### src/rtl/level_sequencer_if.sv
// Game-sequencer bundle: controller/verifier/timer events in, countdown/keygen/status out.
// master drives the events, slave is the sequencer.
interface level_sequencer_if;
    logic        start;
    logic        result_valid;
    logic        result_pass;
    logic        timeout;
    logic [11:0] init_time;
    logic        load_time;
    logic        keygen_req;
    logic [3:0]  cur_level;
    logic [7:0]  score;
    logic [1:0]  lives;
    logic        game_over;
    logic        game_won;
    logic [2:0]  seq_state;

    modport master (
        output start, result_valid, result_pass, timeout,
        input  init_time, load_time, keygen_req, cur_level, score, lives,
               game_over, game_won, seq_state
    );

    modport slave (
        input  start, result_valid, result_pass, timeout,
        output init_time, load_time, keygen_req, cur_level, score, lives,
               game_over, game_won, seq_state
    );
endinterface

### src/rtl/level_sequencer.sv
// Game-level scheduler: levels, lives, score, countdown preset and key requests.
// start -> LOAD strobes next cycle -> PLAY the cycle after; all outputs registered, no backpressure.
module level_sequencer #(
    parameter int NUM_LEVELS  = 8,
    parameter int BASE_TIME   = 60,
    parameter int TIME_STEP   = 5,
    parameter int MIN_TIME    = 20,
    parameter int START_LIVES = 3
) (
    input  logic              clk,
    input  logic              rst,
    level_sequencer_if.slave  bus
);

    typedef enum logic [2:0] {
        S_IDLE    = 3'd0,
        S_LOAD    = 3'd1,
        S_PLAY    = 3'd2,
        S_ADVANCE = 3'd3,
        S_PENALTY = 3'd4,
        S_LOST    = 3'd5,
        S_WON     = 3'd6
    } state_t;

    localparam logic signed [15:0] BASE_S = 16'(BASE_TIME);
    localparam logic signed [15:0] STEP_S = 16'(TIME_STEP);
    localparam logic signed [15:0] MIN_S  = 16'(MIN_TIME);

    state_t             state_q, state_nxt;
    logic [3:0]         level_q, level_nxt;
    logic [7:0]         score_q, score_nxt;
    logic [1:0]         lives_q, lives_nxt;
    logic [11:0]        init_time_q, init_time_nxt;
    logic               load_q, over_q, won_q;
    logic signed [15:0] secs_raw, secs_clamped;
    logic [9:0]         secs_bin;
    logic [8:0]         score_sum;

    // Countdown preset is derived from the level being entered, so it is ready in the LOAD cycle.
    always_comb begin
        secs_raw      = BASE_S - ($signed({12'd0, level_nxt}) - 16'sd1) * STEP_S;
        secs_clamped  = (secs_raw < MIN_S) ? MIN_S : secs_raw;
        secs_bin      = 10'(secs_clamped);
        init_time_nxt = {4'(secs_bin / 10'd100),
                         4'((secs_bin / 10'd10) % 10'd10),
                         4'(secs_bin % 10'd10)};
    end

    assign score_sum = {1'b0, score_q} + 9'({5'd0, level_q} * 9'd10);

    always_comb begin
        state_nxt = state_q;
        level_nxt = level_q;
        score_nxt = score_q;
        lives_nxt = lives_q;
        case (state_q)
            S_IDLE, S_LOST, S_WON: begin
                if (bus.start) begin
                    level_nxt = 4'd1;
                    score_nxt = 8'd0;
                    lives_nxt = 2'(START_LIVES);
                    state_nxt = S_LOAD;
                end
            end
            S_LOAD: state_nxt = S_PLAY;
            S_PLAY: begin
                // A pass wins over a coincident timeout.
                if (bus.result_valid && bus.result_pass) begin
                    state_nxt = S_ADVANCE;
                end else if (bus.result_valid) begin
                    state_nxt = S_PENALTY;
                end else if (bus.timeout) begin
                    lives_nxt = 2'd0;
                    state_nxt = S_LOST;
                end
            end
            S_ADVANCE: begin
                score_nxt = (score_sum > 9'd255) ? 8'hFF : score_sum[7:0];
                if (level_q == 4'(NUM_LEVELS)) begin
                    state_nxt = S_WON;
                end else begin
                    level_nxt = level_q + 4'd1;
                    state_nxt = S_LOAD;
                end
            end
            S_PENALTY: begin
                lives_nxt = lives_q - 2'd1;
                state_nxt = (lives_q == 2'd1) ? S_LOST : S_LOAD;
            end
            default: state_nxt = S_IDLE;
        endcase
    end

    always_ff @(posedge clk) begin
        if (rst) begin
            state_q     <= S_IDLE;
            level_q     <= 4'd0;
            score_q     <= 8'd0;
            lives_q     <= 2'd0;
            init_time_q <= 12'h000;
            load_q      <= 1'b0;
            over_q      <= 1'b0;
            won_q       <= 1'b0;
        end else begin
            state_q <= state_nxt;
            level_q <= level_nxt;
            score_q <= score_nxt;
            lives_q <= lives_nxt;
            load_q  <= (state_nxt == S_LOAD);
            over_q  <= (state_nxt == S_LOST);
            won_q   <= (state_nxt == S_WON);
            if (state_nxt == S_LOAD) begin
                init_time_q <= init_time_nxt;
            end
        end
    end

    assign bus.seq_state  = state_q;
    assign bus.cur_level  = level_q;
    assign bus.score      = score_q;
    assign bus.lives      = lives_q;
    assign bus.init_time  = init_time_q;
    assign bus.load_time  = load_q;
    assign bus.keygen_req = load_q;
    assign bus.game_over  = over_q;
    assign bus.game_won   = won_q;

endmodule

### src/flat_wrapper.sv
// flat-port wrapper written by rule: the top's interface ports become plain ports
module level_sequencer_flat 
#(
    parameter int NUM_LEVELS  = 8,
    parameter int BASE_TIME   = 60,
    parameter int TIME_STEP   = 5,
    parameter int MIN_TIME    = 20,
    parameter int START_LIVES = 3
)
  (clk, rst, bus_start, bus_result_valid, bus_result_pass, bus_timeout, bus_init_time, bus_load_time, bus_keygen_req, bus_cur_level, bus_score, bus_lives, bus_game_over, bus_game_won, bus_seq_state);
  level_sequencer_if bus_i ();
  input  logic clk;
  input  logic rst;
  input wire logic [$bits(bus_i.start)-1:0] bus_start;
  input wire logic [$bits(bus_i.result_valid)-1:0] bus_result_valid;
  input wire logic [$bits(bus_i.result_pass)-1:0] bus_result_pass;
  input wire logic [$bits(bus_i.timeout)-1:0] bus_timeout;
  output wire logic [$bits(bus_i.init_time)-1:0] bus_init_time;
  output wire logic [$bits(bus_i.load_time)-1:0] bus_load_time;
  output wire logic [$bits(bus_i.keygen_req)-1:0] bus_keygen_req;
  output wire logic [$bits(bus_i.cur_level)-1:0] bus_cur_level;
  output wire logic [$bits(bus_i.score)-1:0] bus_score;
  output wire logic [$bits(bus_i.lives)-1:0] bus_lives;
  output wire logic [$bits(bus_i.game_over)-1:0] bus_game_over;
  output wire logic [$bits(bus_i.game_won)-1:0] bus_game_won;
  output wire logic [$bits(bus_i.seq_state)-1:0] bus_seq_state;
  assign bus_i.start = bus_start;
  assign bus_i.result_valid = bus_result_valid;
  assign bus_i.result_pass = bus_result_pass;
  assign bus_i.timeout = bus_timeout;
  assign bus_init_time = bus_i.init_time;
  assign bus_load_time = bus_i.load_time;
  assign bus_keygen_req = bus_i.keygen_req;
  assign bus_cur_level = bus_i.cur_level;
  assign bus_score = bus_i.score;
  assign bus_lives = bus_i.lives;
  assign bus_game_over = bus_i.game_over;
  assign bus_game_won = bus_i.game_won;
  assign bus_seq_state = bus_i.seq_state;
  level_sequencer #(.NUM_LEVELS(NUM_LEVELS), .BASE_TIME(BASE_TIME), .TIME_STEP(TIME_STEP), .MIN_TIME(MIN_TIME), .START_LIVES(START_LIVES)) u_core (.clk(clk), .rst(rst), .bus(bus_i));
endmodule
### config.mk
export PLATFORM = sky130hd
export DESIGN_NAME = level_sequencer_flat
export DESIGN_NICKNAME = d
export VERILOG_FILES = /design/src/rtl/level_sequencer_if.sv /design/src/rtl/level_sequencer.sv /design/src/flat_wrapper.sv
export SDC_FILE = /design/constraint.sdc
export NUM_CORES = 1
export LEC_CHECK = 0
export CORE_ASPECT_RATIO = 0.75
export CORE_MARGIN = 3
export CORE_UTILIZATION = 39
export CTS_CLUSTER_SIZE = 10
export DETAILED_ROUTE_END_ITERATION = 8
export PLACE_DENSITY_LB_ADDON = 0.1
export SKIP_CTS_REPAIR_TIMING = 1
export SYNTH_ARGS = -nofsm -noshare
export SYNTH_HDL_FRONTEND = slang
export SYNTH_SLANG_ARGS = --single-unit
### constraint.sdc
create_clock -name clk -period 22.7 [get_ports clk]
set_input_delay 3.405 -clock clk [delete_from_list [all_inputs] [get_ports clk]]
set_output_delay 3.405 -clock clk [all_outputs]
set_load 0.005 [all_outputs]
==> results of run 1 <==
-- sequential cells by signal, indices dropped and copies added (netlist names) --
signal and cells:
u_core.bus.game_won 1, u_core.bus.lives 2, u_core.bus.keygen_req 1, u_core.bus.init_time 12, u_core.bus.cur_level 4, u_core.bus.seq_state 3, u_core.bus.game_over 1, u_core.bus.score 8
-- cell type report --
type / count / area [um2] / share of cell area, %
flip-flops and latches: 32 / 641 / 12.3
clock buffers: 6 / 129 / 2.47
repair buffers: 40 / 395 / 7.59
inverters: 45 / 169 / 3.24
well taps: 157 / 196 / 3.77
multi-input cells: 522 / 3650 / 70.0
clock inverters: 2 / 35.0 / 0.672
-- through the flow --
step | cells | hold slack [ns] | setup WS (ns) | utilization (%) | instance area (um2)
2_1_floorplan | 627 | 0.448 | 8.88 | - | 4610
3_3_place_gp | 796 | 0.457 | 6.46 | 45.0 | 5050
3_5_place_dp | 796 | 0.461 | 6.20 | 45.0 | 5050
4_1_cts | 804 | 0.466 | 6.49 | 46.4 | 5210
5_1_grt | 804 | 0.494 | 5.36 | 46.4 | 5210
6_report | 804 | 0.466 | 6.33 | 46.4 | 5210
-- kinds of logic (layout without fill, tap and decap cells) --
group / after synthesis / in the layout
AOI/OAI and AO/OA: 215 / 215
xor gates and xnor gates: 26 / 26
adders and majority gates: 46 / 46
buffers and inverters: 73 / 93
DFF: 32 / 32
muxes: 8 / 8
and+or+nand+nor: 227 / 227
-- placed cells by master (no fill, tap or decap), types with 8 or more instances in the layout --
| master | count |
|---|---|
| dfxtp_1 | 32 |
| ha_1 | 39 |
| o21ai_0 | 21 |
| o31ai_1 | 8 |
| a211oi_1 | 14 |
| a31oi_1 | 10 |
| inv_1 | 41 |
| and3_1 | 12 |
| nor3_1 | 17 |
| xnor2_1 | 20 |
| a21oi_1 | 66 |
| nor2_1 | 75 |
| clkdlybuf4s50_1 | 38 |
| nor2b_1 | 9 |
| a311oi_1 | 9 |
| nand2_1 | 36 |
| nand3_1 | 22 |
-- worst register-to-register path, delay by kind of cell (launching register included) --
| family | cells | cell delay [ns] |
|---|---|---|
| AOI/OAI and AO/OA | 18 | 4.99 |
| xor gates and xnor gates | 4 | 1.09 |
| adders and majority gates | 9 | 3.07 |
| buffers and inverters | 5 | 0.59 |
| DFF | 1 | 0.68 |
| and+or+nand+nor | 11 | 2.98 |
-- routing by layer --
layer / vias up / share of wire, %
met3: 18 / 7.6
met1: 2251 / 51
met4: 0 / 1.1
met5: - / 0
li1: 2372 / -
met2: 198 / 40
-- worst max-delay path by stage --
stage	startpoint	end	slack, ns	cells past startpoint
6_report	bus_start	u_core.bus.init_time[6]	6.33	48
5_1_grt	bus_start	u_core.bus.init_time[5]	5.36	49
4_1_cts	bus_start	u_core.bus.init_time[6]	6.49	48
3_5_place_dp	bus_start	u_core.bus.init_time[5]	6.20	49
3_3_place_gp	bus_start	u_core.bus.init_time[6]	6.46	48
2_1_floorplan	bus_start	u_core.bus.init_time[6]	8.88	53
==> parameters.txt, run 1 <==
Parameter                              Value

CTS
  Root Buffer Master    clkbuf_16
  Worst-skew pair later-pin latency    between 0.2 and 0.3 ns
  Clock buffer depth    2
  Number of CTS-inserted buffers    5
  Number of clock sinks    32
  Number of H-tree branching levels    2
  Clock input transition at the sequential cells of the worst setup and hold paths    0.05 ns
  TritonCTS clock tree    yes

GRT
  Combined global-route utilization of all metal layers    a little under 20%
  First-pass GRT wire length    22,300 um
  Number of global-route vias before repair    4,373
  Grt total ovfl    0
  Highest-utilization routing layer at the global route stage    met1
  GRT met2 Usage    28.8%
  Largest net degree at the start of global routing    29
  Initial antenna violation count    0
  Met3 layer usage reported by global route    approximately 2.8%
  Met1 GRT Util    30.6%

Detailed routing
  Detailed-route via count    approximately 4,800
  Vias per cell    roughly 6
  Routed WL per cell    16.4 um
  Post-route DRC violation count    0
  First-pass iteration count of the detailed router    5
  Number of DRC markers after the initial detailed-route iteration    around 420
  Antenna-violating nets left    0
  Total wire length after detailed routing    approximately 13,000 um

Logic synthesis
  Register area share after synthesis    13.9%
  Cell variety after synth    96
  Combinational family with the most area after synthesis    compound AO/OA/AOI/OAI gates
  Area contributors post-synth    dfxtp_1 14%, ha_1 11%, a21oi_1 7.2%
  Total standard cell area after synthesis    about 4600 um2
  Multiplexer area fraction after synthesis    about 1.8%
  Synthesis Warnings    0
  Async set or reset register ratio after synthesis    0%
  Count of flip-flops with a built-in enable after synthesis    0
  Area leader, netlist    dfxtp_1
  Synth top cells by count    75 x nor2_1, 66 x a21oi_1, 41 x inv_1
  Most frequently used cell type in the post-synthesis netlist    nor2_1
  Adder-cell share of the synthesized area    a little over an eighth
  Compound-cell area share of the yosys netlist    33.3%
  Number of cells produced by synthesis    627
  Mapped Nets    between 600 and 700
  Post-synthesis sequential element count    32
  Xor and xnor area share after synthesis    between 4 and 5%
  Synth Area per Inst    7.35 um2
  Post-synth top area share    between 10% and 20%
  Post-synth top flop    dfxtp_1
  Synthesized-area fraction occupied by and/or/nand/nor cells    about a quarter

Placement
  Final estimated routing congestion in global placement    between 0.9 and 1
  DP Wirelength    slightly above 10,000 um
  Total of buffers placed on input and output ports    38

Critical path
  Class of the most critical setup path    primary input to register
  Crit path capture type    register
  CP max FO    15
  Number of buffers and inverters on the critical path    6
  Library cell contributing the largest single delay on the critical path    a31oi_1
  Reg-to-Reg End    u_core.bus.init_time[6]
  Library cell appearing most often on the critical path    ha_1
  Depth of the most critical reg-to-reg path    47
  Data arrival time at the worst-slack endpoint    16.54 ns
  Delay-heaviest family, CP    compound AO/OA/AOI/OAI gates
  CP Data Required Time    between 20 and 25 ns
  Setup slack of the most critical reg-to-reg path    9.22 ns
  Critical path's largest stage delay    roughly 0.86 ns
  Startpoint class of the critical path    primary input
  Source of the worst register-to-register timing path    u_core.bus.seq_state[0]

Die
  Die ar.    13,200 um2
  # IOs    39
  Num rows    33
  Core ar.    between 10,000 and 15,000 um2
  Vert. Die Dim    ~100 um
  Die W    between 100 and 150 um
  Initial Util    roughly two fifths

STA
  Transition at the pin with the smallest max-transition slack    roughly 1.1 ns
  Minimum period implied by the final worst setup slack    around 16 ns
  RSZ-0062 raised after global routing    no
  Slew margin rel.    approximately a quarter
  Count of endpoints failing hold in the final timing report    0
  Sum Neg Setup Slack    0 ns
  Final clock period utilization by the worst path    between 70% and 80%
  Setup violations, final    0
  Worst setup skew after layout    0.00954 ns
  FMAX    ~61 MHz
  Fin. max-slew vios    0

Cells and area
  Layout area overhead    13.2%
  Final-layout fill cell count    between 1,000 and 1,500
  Number of antenna repair diodes    0
  Final Net Count    between 600 and 700
  Layout cell share with drive strength beyond 1    6.96%

Hold path
  Worst Min Path Start    u_core.bus.init_time[6]
  Class of the tightest hold or removal check    register to register
  Hold Path Depth    2
  End point of the worst hold path    u_core.bus.init_time[6]

Job
  Number of max-cap violations    0

Run status
  Run status    finished, final reports clean
Power of run 1 is not shown: default switching activity piles up to over one toggle a cycle in this logic, so the estimate is an artifact.
==> inputs of run 2 (changes only) <==
==> constraint.sdc (replaced) <==
create_clock -name clk -period 15.9 [get_ports clk]
set_input_delay 2.385 -clock clk [delete_from_list [all_inputs] [get_ports clk]]
set_output_delay 2.385 -clock clk [all_outputs]
set_load 0.005 [all_outputs]
==> run 2 against run 1 <==
Setup slack worse by 5.3 ns; wire length fell by 0.80%; non-clock buffer count is 3 higher; largest cell class unchanged; first-iteration DRC count is 11% higher; via count is 0.29% lower; critical path depth grew 1; worst hold slack gained 0.00060 ns; count of clock-buffer cells in the layout increased by 1; global-route usage barely moved.
==> parameters.txt, run 2 (synthesis results as in run 1) <==
Parameter                              Value

STA
  Fin. max-slew vios    0
  Final clock period utilization by the worst path    between 90% and 100%
  Setup violations, final    0
  Count of endpoints failing hold in the final timing report    0
  Slew margin rel.    between 40% and 50%
  FMAX    about 67 MHz
  Sum Neg Setup Slack    0 ns
  RSZ-0062 raised after global routing    no
  Worst setup skew after layout    about 0.0073 ns
  Transition at the pin with the smallest max-transition slack    roughly 0.9 ns
  Minimum period implied by the final worst setup slack    14.89 ns

Critical path
  Setup slack of the most critical reg-to-reg path    ~2.9 ns
  Number of buffers and inverters on the critical path    7
  Library cell contributing the largest single delay on the critical path    clkdlybuf4s50_1
  CP Data Required Time    between 15 and 20 ns
  Depth of the most critical reg-to-reg path    between 40 and 50
  Data arrival time at the worst-slack endpoint    15.06 ns
  Delay-heaviest family, CP    compound AO/OA/AOI/OAI gates
  Library cell appearing most often on the critical path    ha_1
  Crit path capture type    register
  Class of the most critical setup path    primary input to register
  Startpoint class of the critical path    primary input
  Critical path's largest stage delay    roughly 0.52 ns
  CP max FO    15
  Reg-to-Reg End    u_core.bus.init_time[6]
  Source of the worst register-to-register timing path    u_core.bus.seq_state[0]

Die
  # IOs    39
  Num rows    33
  Vert. Die Dim    100 um
  Core ar.    around 11,000 um2
  Die ar.    ~13,000 um2
  Initial Util    between 40% and 50%
  Die W    between 100 and 150 um

Hold path
  Worst Min Path Start    u_core.bus.init_time[0]
  Class of the tightest hold or removal check    register to register
  End point of the worst hold path    u_core.bus.init_time[0]
  Hold Path Depth    2

Cells and area
  Layout cell share with drive strength beyond 1    7.54%
  Most common cell after layout, fill and taps aside    nor2_1
  Final Net Count    699
  Most frequent cells in the layout    75 x nor2_1, 66 x a21oi_1, 41 x inv_1
  Layout area overhead    14.1%
  Max FFs per register    12
  Number of antenna repair diodes    0

Detailed routing
  Vias per cell    between 5 and 6
  Number of DRC markers after the initial detailed-route iteration    between 400 and 500
  Post-route DRC violation count    0
  Antenna-violating nets left    0
  First-pass iteration count of the detailed router    5
  Detailed-route via count    just under 5,000
  Total wire length after detailed routing    roughly 13,000 um
  Routed WL per cell    16.2 um

CTS
  Root Buffer Master    clkbuf_16
  Number of CTS-inserted buffers    5
  Number of H-tree branching levels    2
  TritonCTS clock tree    yes
  Worst-skew pair later-pin latency    around 0.28 ns
  Clock buffer depth    2
  Clock input transition at the sequential cells of the worst setup and hold paths    roughly 0.05 ns
  Number of clock sinks    32

Run status
  Run status    finished, final reports clean

Placement
  Final estimated routing congestion in global placement    just under 0.9
  Total of buffers placed on input and output ports    38
  DP Wirelength    around 10,000 um

GRT
  Initial antenna violation count    0
  Combined global-route utilization of all metal layers    between 10% and 20%
  First-pass GRT wire length    22,300 um
  Grt total ovfl    0
  Largest net degree at the start of global routing    29
  Number of global-route vias before repair    about 4,500

Job
  Number of max-cap violations    0
## run 2: cell count changes in the layout (fill, tap and decap cells not counted), sizes merged
| cell | delta |
|---|---|
| clkinv | -1 |
| clkbuf | +1 |
| buf | +3 |
## run 2: per-stage QoR
stage	hold slack, ns	setup WS (ns)	instances	area (um2)	utilization, %
2_1_floorplan	0.448	3.10	627	4610	-
3_3_place_gp	0.457	1.27	799	5070	45.2
3_5_place_dp	0.460	0.989	799	5070	45.2
4_1_cts	0.466	1.21	807	5250	46.8
5_1_grt	0.492	0.000123	807	5250	46.8
6_report	0.466	1.01	807	5250	46.8
## run 2: worst min-delay path, delay by kind of cell (launching register included)
family,cells,cell delay [ns]
and+or+nand+nor,1,0.06
AOI/OAI and AO/OA,1,0.05
DFF,1,0.31
## run 2: how the worst max path moves through the flow
stage	start	end	cells after the start
floorplan	bus_start	u_core.bus.init_time[6]	53
global route	bus_start	u_core.bus.init_time[5]	50
finish	bus_start	u_core.bus.init_time[6]	49
CTS	bus_start	u_core.bus.init_time[6]	49
detailed placement	bus_start	u_core.bus.init_time[6]	49
global placement	bus_start	u_core.bus.init_time[6]	48
## run 2: final cells by class
class                      count  area [um2]
fill                        1121        5980
multi-input combinational    522        3650
sequential                    32         641
timing repair buffer          43         418
tap                          157         196
inverter                      45         169
clock buffer                   7         153
clock inverter                 1        30.0
## run 2: layer usage
metal	part of all wire, %	track usage [%]	vias to the layer above	routed length, um
li1	-	-	2383	-
met1	52	30.4	2227	6760
met2	40	29.4	200	5210
met3	7.7	3.11	15	1010
met4	0.85	3.63	0	112
met5	0	0	-	0
Power of run 2 is left out for the same reason.
==> inputs of run 3 (changes only) <==
--- a/config.mk
+++ b/config.mk
@@ -6,7 +6,7 @@
 export NUM_CORES = 1
 export LEC_CHECK = 0
 export CORE_ASPECT_RATIO = 0.75
-export CORE_MARGIN = 3
+export CORE_MARGIN = 4
 export CORE_UTILIZATION = 39
 export CTS_CLUSTER_SIZE = 10
 export DETAILED_ROUTE_END_ITERATION = 8
==> run 3 against run 2 <==
Sequential share of layout area hardly changed; wire length grew 4.3%; final cell count grew 0.74%; count of clock-buffer cells in the layout shrank 2; register-to-register slack gained 0.05 ns; via count rose by 1.1%; critical endpoint unchanged; critical path depth is 1 higher; largest cell class unchanged.
==> parameters.txt, run 3 (synthesis results as in run 1) <==
Parameter                              Value

Detailed routing
  Detailed-route via count    4,877
  Routed WL per cell    about 17 um
  Met2 routed WL    around 5800 um
  Total wire length after detailed routing    around 14,000 um
  First-pass iteration count of the detailed router    5
  Top layer used by detailed routing    met4
  Wire length on met3    slightly below 900 um
  Post-route DRC violation count    0
  Routed length on met1    around 6900 um
  Antenna-violating nets left    0
  Vias per cell    ~6
  Number of DRC markers after the initial detailed-route iteration    around 370

Critical path
  CP max FO    15
  Library cell contributing the largest single delay on the critical path    o21ai_1
  Critical path's largest stage delay    about 0.52 ns
  CP Data Required Time    approximately 16 ns
  Crit path capture type    register
  Library cell appearing most often on the critical path    ha_1
  Class of the most critical setup path    primary input to register
  Data arrival time at the worst-slack endpoint    14.87 ns
  Startpoint class of the critical path    primary input

Placement
  DP Wirelength    ~11,000 um
  Place WS    1.17 ns
  Post-Place Cell Area    about 5100 um2
  Final estimated routing congestion in global placement    0.881
  Total of buffers placed on input and output ports    38

CTS
  Worst-skew pair later-pin latency    between 0.2 and 0.3 ns
  TritonCTS clock tree    yes
  Number of CTS-inserted buffers    5
  Clock buffer depth    2
  Number of H-tree branching levels    2
  Number of clock sinks    32
  Clock input transition at the sequential cells of the worst setup and hold paths    0.06 ns
  Root Buffer Master    clkbuf_16

STA
  Fin. max-slew vios    0
  Sum Neg Setup Slack    0 ns
  Slew margin rel.    approximately 38%
  Minimum period implied by the final worst setup slack    around 15 ns
  RSZ-0062 raised after global routing    no
  Final clock period utilization by the worst path    between 90 and 100%
  Worst setup skew after layout    between 0.004 and 0.005 ns
  Transition at the pin with the smallest max-transition slack    roughly 0.93 ns
  Setup violations, final    0
  Count of endpoints failing hold in the final timing report    0
  FMAX    68.1 MHz
  Fin worst setup slack    between 1 and 1.5 ns

Hold path
  Class of the tightest hold or removal check    register to register

GRT
  Grt total ovfl    0
  Number of global-route vias before repair    roughly 4,500
  Initial antenna violation count    0
  Largest net degree at the start of global routing    29
  Combined global-route utilization of all metal layers    approximately a fifth
  First-pass GRT wire length    roughly 23,000 um

Cells and area
  Final Core Density    45.4%
  Area of all placed cells without fillers    5250 um2
  Max FFs per register    12
  Most frequent cells in the layout    75 x nor2_1, 66 x a21oi_1, 41 x inv_1
  Layout area overhead    14.0%
  Final Net Count    700
  Number of antenna repair diodes    0
  Final-layout fill cell count    ~1,200
  Layout cell share with drive strength beyond 1    7.68%
  Most common cell after layout, fill and taps aside    nor2_1

Die
  Die W    133 um
  Vert. Die Dim    about 100 um
  # IOs    39
  Core ar.    11,600 um2
  Die ar.    between 10,000 and 15,000 um2
  Num rows    34
  Initial Util    ~40%

Job
  Number of max-cap violations    0

Run status
  Run status    finished, final reports clean
-- run 3: changes by cell type in the layout (fill, tap and decap cells not counted), sizes merged --
cell	previous run	this run
clkinv	3	4
buf	5	6
clkinvlp	0	1
clkbuf	7	5
-- run 3: worst max-delay path, delay by kind of cell --
kind                       cells  cell delay, ns
adders and majority gates      9            3.06
xor gates and xnor gates       3            0.88
AOI/OAI and AO/OA             18            4.38
buffers and inverters          8            1.47
and+or+nand+nor               12            2.65
-- run 3: layout make-up --
class	count	area [um2]	share of cell area (%)
Tap cell	162	203	3.86
Clock inverter	3	42.5	0.810
Multi-Input combinational cell	522	3650	69.4
Inverter	45	169	3.22
Timing Repair Buffer	44	425	8.10
Clock buffer	5	125	2.38
Sequential cell	32	641	12.2
-- run 3: path summary, 6_finish.rpt --
kind / startpoint / endpoint / slack, ns / cells past startpoint
max: bus_start / u_core.bus.init_time[6] / 1.21 / 50
min: u_core.bus.init_time[0] / u_core.bus.init_time[0] / 0.45 / 2
max reg2reg: u_core.bus.seq_state[0] / u_core.bus.init_time[6] / 2.92 / 46
min reg2reg: u_core.bus.init_time[0] / u_core.bus.init_time[0] / 0.45 / 2
-- run 3: metrics by stage --
step,hold WS [ns],instances
2_1_floorplan,0.448,627
6_report,0.455,813
5_1_grt,0.473,813
3_5_place_dp,0.449,805
4_1_cts,0.458,813
3_3_place_gp,0.445,805
-- run 3: routing by layer --
| layer | vias up | global-route usage (%) |
|---|---|---|
| li1 | 2383 | - |
| met1 | 2279 | 29.2 |
| met2 | 196 | 31.8 |
| met3 | 19 | 2.02 |
| met4 | 0 | 4.19 |
| met5 | - | 0 |
Power of run 3 is left out for the same reason.
